$ cat src/rtl/mem_ctrl_pkg.sv
// Shared encodings for the memory controller: access types, IO decode and FSM states.
package mem_ctrl_pkg;

  typedef enum logic [1:0] {
    ST_IDLE  = 2'd0,
    ST_READ  = 2'd1,
    ST_WRITE = 2'd2
  } mc_state_e;

  typedef enum logic {
    GRANT_IF = 1'b0,
    GRANT_LS = 1'b1
  } grant_e;

  localparam logic [3:0] LSB_LB  = 4'b0000;
  localparam logic [3:0] LSB_LH  = 4'b0001;
  localparam logic [3:0] LSB_LW  = 4'b0010;
  localparam logic [3:0] LSB_LBU = 4'b0100;
  localparam logic [3:0] LSB_LHU = 4'b0101;
  localparam logic [3:0] LSB_SB  = 4'b1000;
  localparam logic [3:0] LSB_SH  = 4'b1001;
  localparam logic [3:0] LSB_SW  = 4'b1010;

  // addr[17:16] value that selects the UART window
  localparam logic [1:0] IO_ADDR_SEL = 2'b11;

  function automatic logic [2:0] byte_count(input logic [1:0] size);
    case (size)
      2'b00:   return 3'd1;
      2'b01:   return 3'd2;
      default: return 3'd4;
    endcase
  endfunction

endpackage

$ cat src/rtl/mem_load_ext.sv
// Size/sign extension of an assembled little-endian load word.
module mem_load_ext (
  input  logic [31:0] raw,
  input  logic [2:0]  lsb_type,
  output logic [31:0] ext
);

  logic sgn;

  always_comb begin
    sgn = ~lsb_type[2];
    ext = raw;
    case (lsb_type[1:0])
      2'b00:   ext = {{24{sgn & raw[7]}}, raw[7:0]};
      2'b01:   ext = {{16{sgn & raw[15]}}, raw[15:0]};
      default: ext = raw;
    endcase
  end

endmodule

$ cat src/rtl/mem_ctrl.sv
// Fetch/LSB arbiter that serialises 1/2/4-byte accesses onto the byte-wide RAM.
// Handshake: a request is a level held until its own one-cycle done pulse; it is accepted in an IDLE cycle.
module mem_ctrl
  import mem_ctrl_pkg::*;
(
  input  logic        clk_in,
  input  logic        rst_in,
  input  logic        rdy_in,
  input  logic        clear,
  input  logic        if_enable,
  input  logic [31:0] if_addr,
  output logic        if_done,
  output logic [31:0] if_data,
  input  logic        ls_enable,
  input  logic [31:0] addr,
  input  logic [31:0] store_val,
  input  logic [3:0]  lsb_type,
  output logic        ls_finished,
  output logic [31:0] load_val,
  input  logic [7:0]  mem_din,
  output logic [7:0]  mem_dout,
  output logic [31:0] mem_a,
  output logic        mem_wr,
  input  logic        io_buffer_full
);

  mc_state_e   state_q, state_d;
  grant_e      last_grant_q;
  logic [2:0]  cnt_q, n_q;
  logic [2:0]  type_q;
  logic        is_fetch_q;
  logic [31:0] wdata_q, rbuf_q, mem_a_q, if_data_q, load_val_q;
  logic [7:0]  mem_dout_q, din_q;
  logic        mem_wr_q, if_done_q, ls_finished_q, rdy_q;

  logic        ls_is_store, io_stall, ls_req, grant_ls, grant_if, accept;
  logic [1:0]  cap_idx;
  logic [7:0]  din_eff;
  logic [31:0] assembled, ext_val;

  always_comb begin
    ls_is_store = lsb_type[3];
    io_stall    = ls_is_store && (addr[17:16] == IO_ADDR_SEL) && io_buffer_full;
    ls_req      = ls_enable && !io_stall;
    grant_ls    = ls_req && (!if_enable || last_grant_q == GRANT_IF);
    grant_if    = if_enable && !grant_ls;
    accept      = (state_q == ST_IDLE) && !clear && (grant_ls || grant_if);
  end

  // The RAM keeps answering during a freeze, so the byte owed to the frozen cycle is parked.
  always_ff @(posedge clk_in or negedge rst_in) begin
    if (!rst_in) begin
      rdy_q <= 1'b1;
      din_q <= 8'd0;
    end else begin
      rdy_q <= rdy_in;
      if (!rdy_in && rdy_q) din_q <= mem_din;
    end
  end

  always_comb begin
    din_eff   = rdy_q ? mem_din : din_q;
    cap_idx   = cnt_q[1:0] - 2'd1;
    assembled = rbuf_q;
    assembled[{cap_idx, 3'b000} +: 8] = din_eff;
  end

  mem_load_ext u_ext (
    .raw      (assembled),
    .lsb_type (type_q),
    .ext      (ext_val)
  );

  always_comb begin
    state_d = state_q;
    unique case (state_q)
      ST_IDLE:  if (accept) state_d = (grant_ls && ls_is_store) ? ST_WRITE : ST_READ;
      ST_READ:  if (clear || cnt_q == n_q) state_d = ST_IDLE;
      ST_WRITE: if (cnt_q == n_q - 3'd1) state_d = ST_IDLE;
      default:  state_d = ST_IDLE;
    endcase
  end

  always_ff @(posedge clk_in or negedge rst_in) begin
    if (!rst_in) begin
      state_q       <= ST_IDLE;
      last_grant_q  <= GRANT_IF;
      cnt_q         <= 3'd0;
      n_q           <= 3'd0;
      type_q        <= 3'd0;
      is_fetch_q    <= 1'b0;
      wdata_q       <= 32'd0;
      rbuf_q        <= 32'd0;
      mem_a_q       <= 32'd0;
      mem_dout_q    <= 8'd0;
      mem_wr_q      <= 1'b0;
      if_done_q     <= 1'b0;
      ls_finished_q <= 1'b0;
      if_data_q     <= 32'd0;
      load_val_q    <= 32'd0;
    end else if (rdy_in) begin
      state_q       <= state_d;
      if_done_q     <= 1'b0;
      ls_finished_q <= 1'b0;
      unique case (state_q)
        ST_IDLE: begin
          if (accept) begin
            cnt_q <= 3'd0;
            if (grant_ls) begin
              last_grant_q <= GRANT_LS;
              is_fetch_q   <= 1'b0;
              type_q       <= lsb_type[2:0];
              n_q          <= byte_count(lsb_type[1:0]);
              mem_a_q      <= addr;
              wdata_q      <= store_val;
              if (ls_is_store) begin
                mem_wr_q   <= 1'b1;
                mem_dout_q <= store_val[7:0];
              end
            end else begin
              last_grant_q <= GRANT_IF;
              is_fetch_q   <= 1'b1;
              type_q       <= LSB_LW[2:0];
              n_q          <= 3'd4;
              mem_a_q      <= if_addr;
            end
          end
        end
        ST_READ: begin
          if (clear) begin
            cnt_q <= 3'd0;
          end else begin
            if (cnt_q != 3'd0) rbuf_q <= assembled;
            if (cnt_q == n_q) begin
              cnt_q <= 3'd0;
              if (is_fetch_q) begin
                if_done_q <= 1'b1;
                if_data_q <= assembled;
              end else begin
                ls_finished_q <= 1'b1;
                load_val_q    <= ext_val;
              end
            end else begin
              cnt_q <= cnt_q + 3'd1;
              if (cnt_q + 3'd1 < n_q) mem_a_q <= mem_a_q + 32'd1;
            end
          end
        end
        ST_WRITE: begin
          // Writes are committed once started; clear is deliberately ignored here.
          if (cnt_q == n_q - 3'd1) begin
            cnt_q         <= 3'd0;
            mem_wr_q      <= 1'b0;
            ls_finished_q <= 1'b1;
            load_val_q    <= 32'd0;
          end else begin
            cnt_q      <= cnt_q + 3'd1;
            mem_a_q    <= mem_a_q + 32'd1;
            mem_dout_q <= wdata_q[15:8];
            wdata_q    <= wdata_q >> 8;
          end
        end
        default: cnt_q <= 3'd0;
      endcase
    end
  end

  assign mem_a       = mem_a_q;
  assign mem_dout    = mem_dout_q;
  assign mem_wr      = mem_wr_q & rdy_in;
  assign if_done     = if_done_q;
  assign if_data     = if_data_q;
  assign ls_finished = ls_finished_q;
  assign load_val    = load_val_q;

endmodule

$ cat config.mk
export PLATFORM = sky130hd
export DESIGN_NAME = mem_ctrl
export DESIGN_NICKNAME = d
export VERILOG_FILES = /design/src/rtl/mem_ctrl_pkg.sv /design/src/rtl/mem_load_ext.sv /design/src/rtl/mem_ctrl.sv
export SDC_FILE = /design/constraint.sdc
export NUM_CORES = 1
export LEC_CHECK = 0
export BUFFER_PORTS_ARGS = -buffer_cell sky130_fd_sc_hd__buf_2
export CAP_MARGIN = 20
export CORE_MARGIN = 5
export CORE_UTILIZATION = 35
export CTS_CLUSTER_DIAMETER = 150
export CTS_CLUSTER_SIZE = 10
export DETAILED_ROUTE_END_ITERATION = 7
export HOLD_SLACK_MARGIN = 0.03
export REMOVE_ABC_BUFFERS = 1
export SETUP_SLACK_MARGIN = 0.15
export SYNTH_ARGS = -nofsm -noshare
export SYNTH_HDL_FRONTEND = slang
export SYNTH_HIERARCHICAL = 1
export SYNTH_SLANG_ARGS = --single-unit
$ cat constraint.sdc
create_clock -name clk_in -period 3.15 [get_ports clk_in]
set_input_delay 0.7875 -clock clk_in [delete_from_list [all_inputs] [get_ports clk_in]]
set_output_delay 0.7875 -clock clk_in [all_outputs]
set_load 0.01 [all_outputs]
==> results of run 1 <==
==> metal layers <==
layer	up-vias	part of all wire [%]
met5	-	0.046
met4	2	0.89
met3	15	6.4
met2	224	48
met1	4108	45
li1	4252	-
==> sequential cells by signal, indices dropped and copies added (netlist names) <==
name / count
cnt_q: 3
type_q: 3
din_q: 8
rdy_q: 1
last_grant_q: 1
if_done: 1
is_fetch_q: 1
wdata_q: 24
n_q: 3
load_val: 32
ls_finished: 1
if_data: 32
mem_dout: 8
mem_wr_q: 1
mem_a: 32
rbuf_q: 32
state_q: 2
==> report_power, final <==
| group | switching (mW) | total, mW | internal [mW] |
|---|---|---|---|
| Sequential | 0.840 | 4.21 | 3.37 |
| Clock | 0.970 | 2.12 | 1.15 |
| Combinational | 2.78 | 4.71 | 1.93 |
==> final cells by class <==
type / count / area [um2] / area share [%]
clock buffers: 21 / 460 / 3.88
clock inverters: 11 / 116 / 0.982
inverters: 56 / 210 / 1.77
multi-input cells: 804 / 4550 / 38.4
flip-flops and latches: 185 / 4630 / 39.1
well taps: 378 / 473 / 3.99
repair buffers: 251 / 1420 / 11.9
==> cell families (layout without fill, tap and decap cells) <==
kind of cell / count (synthesis) / count (layout) / synth area share (%)
AO/OA/AOI/OAI: 247 / 247 / 14.9
XOR/XNOR: 5 / 5 / 0.592
adder cells (fa/ha/maj): 15 / 15 / 1.93
buffers and inverters: 134 / 339 / 5.87
flip-flops: 185 / 185 / 47.6
multiplexers: 66 / 66 / 7.16
AND/OR/NAND/NOR: 471 / 471 / 21.9
==> cell usage in the layout (no fill, tap or decap), drive strengths merged, types with 4 or more instances in the layout <==
| cell | netlist | layout |
|---|---|---|
| clkinv | 3 | 8 |
| a31o | 4 | 4 |
| a22o | 5 | 5 |
| nand4 | 54 | 54 |
| nor3 | 15 | 15 |
| or4 | 5 | 5 |
| and3 | 7 | 7 |
| a21o | 4 | 4 |
| xor2 | 4 | 4 |
| o21ai | 73 | 73 |
| a221oi | 9 | 9 |
| nor2b | 5 | 5 |
| clkbuf | 59 | 22 |
| or3 | 4 | 4 |
| dfrtp | 184 | 184 |
| nand3 | 22 | 22 |
| nor4 | 8 | 8 |
| mux2i | 40 | 40 |
| nand2 | 178 | 178 |
| a21oi | 117 | 117 |
| and4 | 4 | 4 |
| and2 | 8 | 8 |
| mux2 | 26 | 26 |
| inv | 53 | 55 |
| o221a | 4 | 4 |
| or2 | 12 | 12 |
| ha | 15 | 15 |
| o211ai | 6 | 6 |
| buf | 19 | 250 |
| nor2 | 142 | 142 |
==> how the worst max path moves through the flow <==
stage / from / to / cells past startpoint
finish: cnt_q[0] / mem_a[4] / 11
global route: cnt_q[0] / mem_a[4] / 11
CTS: cnt_q[0] / mem_a[22] / 10
detailed placement: rdy_in / mem_a[22] / 8
global placement: rdy_in / mem_a[18] / 7
floorplan: clear / rbuf_q[0] / 3
==> stage by stage <==
step	setup WS [ns]	instances	instance area [um2]
2_1_floorplan	-1.74	1045	9370
3_3_place_gp	0.212	1674	11300
3_5_place_dp	0.0961	1674	11300
4_1_cts	0.209	1706	11900
5_1_grt	0.212	1706	11900
6_report	0.331	1706	11900
==> worst max-delay path, stage by stage, from the launching register on <==
cell	delay, ns
dfrtp_1	0.34
inv_1	0.08
ha_1	0.38
ha_1	0.29
nor2b_1	0.13
o21a_1	0.17
o41a_1	0.35
buf_4	0.18
nor2_2	0.15
buf_12	0.22
nand2_1	0.14
o221a_2	0.28
==> what timing repair did <==
| item | in CTS | in global routing |
|---|---|---|
| resized for setup | 1 | 1 |
| setup buffers | 0 | 0 |
| setup endpoints to repair | 1 | 8 |
==> flow_summary.toml, run 1 <==
[sta]
fin_crit_ns = 2.82
tns_ns = 0
worstMarginPinSlew_ns = 0.829
slew_headroom_pct = 44.7
skew_ns = 0.0115
final-setup-viol-count = 0
grt_setup_unrepaired = "no"
max_freq_mhz = 355
drv_slew = 0
hold_violations = 0
hold_slack_ns = 0.386
period_share_pct = 89.5

[clock_network]
cts_tree = "yes"
cts_root_buf = "clkbuf_16"
clk_pin_slew_worst_paths_ns = 0.07
hold_buffers = 0
cts-buffers-inserted = 17
clockBufferDepth = 2
clock_latency_ns = 0.43
h-tree-depth = 4
clkSinkCount = 185

[placed_design]
place.port_buffers = 221
routabilityCongestion = 0.841
hpwl_mm = 20.8

[job]
maxCapViolCount = 0

[status]
status = "complete, no violations"

[yosys]
synth-seq-area-share_pct = 47.6
ys.flop_type = "dfrtp_1"
netlist.area_leader.share_pct = 47.3
synth_area_mm2 = 0.00973
ys_warn_count = 6
synth_common_cells = "dfrtp_1 (184), nand2_1 (178), nor2_1 (142)"
yosysMostFrequentCell = "dfrtp_1"
synth_edf_count = 0
async_reset_ff_share_pct = 100
synth_top_area_cell = "dfrtp_1"
ys_seq_elements = 185
synth_area_leaders = "dfrtp_1 (47%), nand2_1 (6.9%), a21oi_1 (6.0%)"
netlist_instances = 1123
ys_types = 60
postSynthAreaPerCell_um2 = 8.66

[worst_setup_path]
path_max_fanout = 39
critPathKind = "flop to flop"
worstPathArrival_ns = 3.14
end_kind = "flop"
r2r_cells = 11
timing.rr.end = "mem_a[4]"
required_ns = 3.47
timing.rr.start = "cnt_q[0]"
crit_path_start_kind = "flop"
reg2reg_slack_ns = 0.33

[global_route]
antenna_found_initial = 1
top_usage_layer = "met2"
grt_use_met1_pct = 23.9
grt_max_degree = 74
use_met3_pct = 4.49
grt_pass1_wl_mm = 45.2
grt_pass1_vias = 8513
globalRouteTotalUtil_pct = 18.0
gr-total-overflow = 0
grtUsageMet2_pct = 29.8

[final_layout]
diodes = 0
drive_above_1_share_pct = 25.2
final_util_pct = 42.9
fillers = 2858
nets = 1445
area_growth_pct = 21.9

[floorplan]
die_y_um = 177
core_mm2 = 0.0276
rows = 61
io_pins = 222
dieArea_mm2 = 0.0312
start_util_pct = 35.2
die_w_um = 177

[power]
pwr_density_cell_mw_per_mm2 = 931
ir_worst_vdd_uv = 449
power_leakage_nw = 5.92
power_mw = 11.0

[detailed_routing]
vias = 8601
detail_route.first_pass.iterations = 5
routed_via_density = 5.04
wl_mm = 28.1
drt_iter0_markers = 529
ant_nets = 0
remaining_drc_errors = 0
wl_per_cell_um = 16.5

[min_path]
hold_class = "input port to async pin"
No activity file was read; power rests on OpenSTA's default activity.
==> inputs of run 2 (changes only) <==
GPL_ROUTABILITY_DRIVEN = 0   (was default)
RECOVER_POWER = 50   (was default)
==> run 2 against run 1 <==
Net effect: the flow now finishes with violations (max-capacitance violations, max-slew violations); global-route usage unchanged; clock power about the same; cell count unchanged; via count up 0.67%; non-clock buffer count unchanged; clock skew about the same; wire length up 0.18%; setup slack better by 0.0050 ns; largest cell class unchanged.
==> flow_summary.toml, run 2 (same netlist as run 1, synthesis figures left out) <==
[worst_setup_path]
required_ns = 3.47
critPathKind = "flop to flop"
path_buf_inv = 3
crit_slowest_cell = "ha_1"
crit_path_start_kind = "flop"
cpLargestDelayFamily = "compound AO/OA/AOI/OAI gates"
end_kind = "flop"
worstPathArrival_ns = 3.13
timing.rr.start = "cnt_q[0]"
slowest_delay_ns = 0.38
path_max_fanout = 39
cp_cell_sequence = "inv_1, ha_1, ha_1, nor2b_1, o21a_1, o41a_1, buf_4, nor2_2, buf_12, nand2_1, o221a_2"
critPathLaunch = "cnt_q[0]"
cpMostUsedCell = "ha_1"

[global_route]
globalRouteTotalUtil_pct = 18.0
grt_pass1_wl_mm = 45.2
gr-total-overflow = 0
antenna_found_initial = 1
grt_pass1_vias = 8513
grt_max_degree = 74

[sta]
worstMarginPinSlew_ns = 1.90
slew_headroom_pct = -26.4
drv_slew = 73
max_freq_mhz = 355
hold_violations = 0
tns_ns = 0
final-setup-viol-count = 0
fin_crit_ns = 2.81
period_share_pct = 89.3
grt_setup_unrepaired = "no"
skew_ns = 0.0120

[detailed_routing]
wl_per_cell_um = 16.5
wl_mm = 28.1
detail_route.first_pass.iterations = 5
remaining_drc_errors = 0
vias = 8659
ant_nets = 0
drt_iter0_markers = 554
routed_via_density = 5.08

[clock_network]
cts_root_buf = "clkbuf_16"
cts_tree = "yes"
h-tree-depth = 4
clock_latency_ns = 0.43
clkSinkCount = 185
clockBufferDepth = 2
post_cts_resized = 1
post_cts_buffers = 0
hold_buffers = 0
clk_pin_slew_worst_paths_ns = 0.07
cts-buffers-inserted = 17

[floorplan]
start_util_pct = 35.2
dieArea_mm2 = 0.0312
die_w_um = 177
core_mm2 = 0.0276
io_pins = 222
die_y_um = 177
rows = 61

[placed_design]
place.port_buffers = 221
dpl.cell_count = 1674
hpwl_mm = 20.8

[power]
power_leakage_nw = 5.72
ir_worst_vdd_uv = 450
pwr_density_cell_mw_per_mm2 = 934

[final_layout]
nets = 1445
layout.cells.non_filler = 1706
drive_above_1_share_pct = 21.3
layout_commonest_cell = "dfrtp_1"
mostFrequentLayoutCells = "dfrtp_1 (184), nand2_1 (178), buf_2 (170)"
diodes = 0
area_growth_pct = 20.9

[min_path]
min-delay-start = "load_val[30]"
hold_class = "flop to flop"

[status]
violations = "max-capacitance violations, max-slew violations"
status = "finished, violations left"

[job]
maxCapViolCount = 2
-- run 2: worst min-delay path, stage by stage (launching register included) --
cell,delay (ns)
dfrtp_1,0.34
nand2_1,0.05
nand2_1,0.04
-- run 2: final timing paths --
| check | to | slack, ns | depth (start not counted) |
|---|---|---|---|
| max in group asynchronous | wdata_q[26] | 0.64 | 2 |
| worst min-delay path | load_val[30] | 0.47 | 2 |
| worst max-delay path | mem_a[4] | 0.34 | 11 |
| worst min register to register | load_val[30] | 0.47 | 2 |
| min in group asynchronous | load_val[16] | 0.88 | 1 |
| worst max register to register | mem_a[4] | 0.34 | 11 |
-- run 2: area by class of cell --
class                           count  area, um2
Multi-Input combinational cell    804       4540
Fill cell                        2877      15900
Clock inverter                     11        116
Timing Repair Buffer              251       1330
Sequential cell                   185       4630
Inverter                           56        210
Clock buffer                       21        460
Tap cell                          378        473
-- run 2: power breakdown --
part	switching (mW)	internal, mW	total [mW]
sequential	0.847	3.37	4.22
clock	0.971	1.15	2.12
combinational	2.79	1.86	4.64
total	4.60	6.38	11.0
-- run 2: stage by stage --
step                area (um2)  power, mW  setup slack [ns]  hold slack [ns]  utilization [%]
CTS                      11900       11.2             0.209            0.396             42.9
floorplan                 9370       7.08             -1.74            0.444                -
global route             11800       11.9             0.134            0.490             42.6
finish                   11800       11.0             0.336            0.467             42.6
global placement         11300       8.86             0.212            0.444             40.8
detailed placement       11300       8.99            0.0961            0.452             40.8
-- run 2: per-layer routing --
layer / global-route usage, % / share of wire (%) / vias to the layer above / wire length [um]
met2: 29.8 / 48 / 236 / 13500
met1: 23.9 / 45 / 4136 / 12600
li1: - / - / 4265 / -
met5: 0 / 0.046 / - / 13
met3: 4.49 / 6.4 / 20 / 1790
met4: 4.22 / 1.0 / 2 / 290
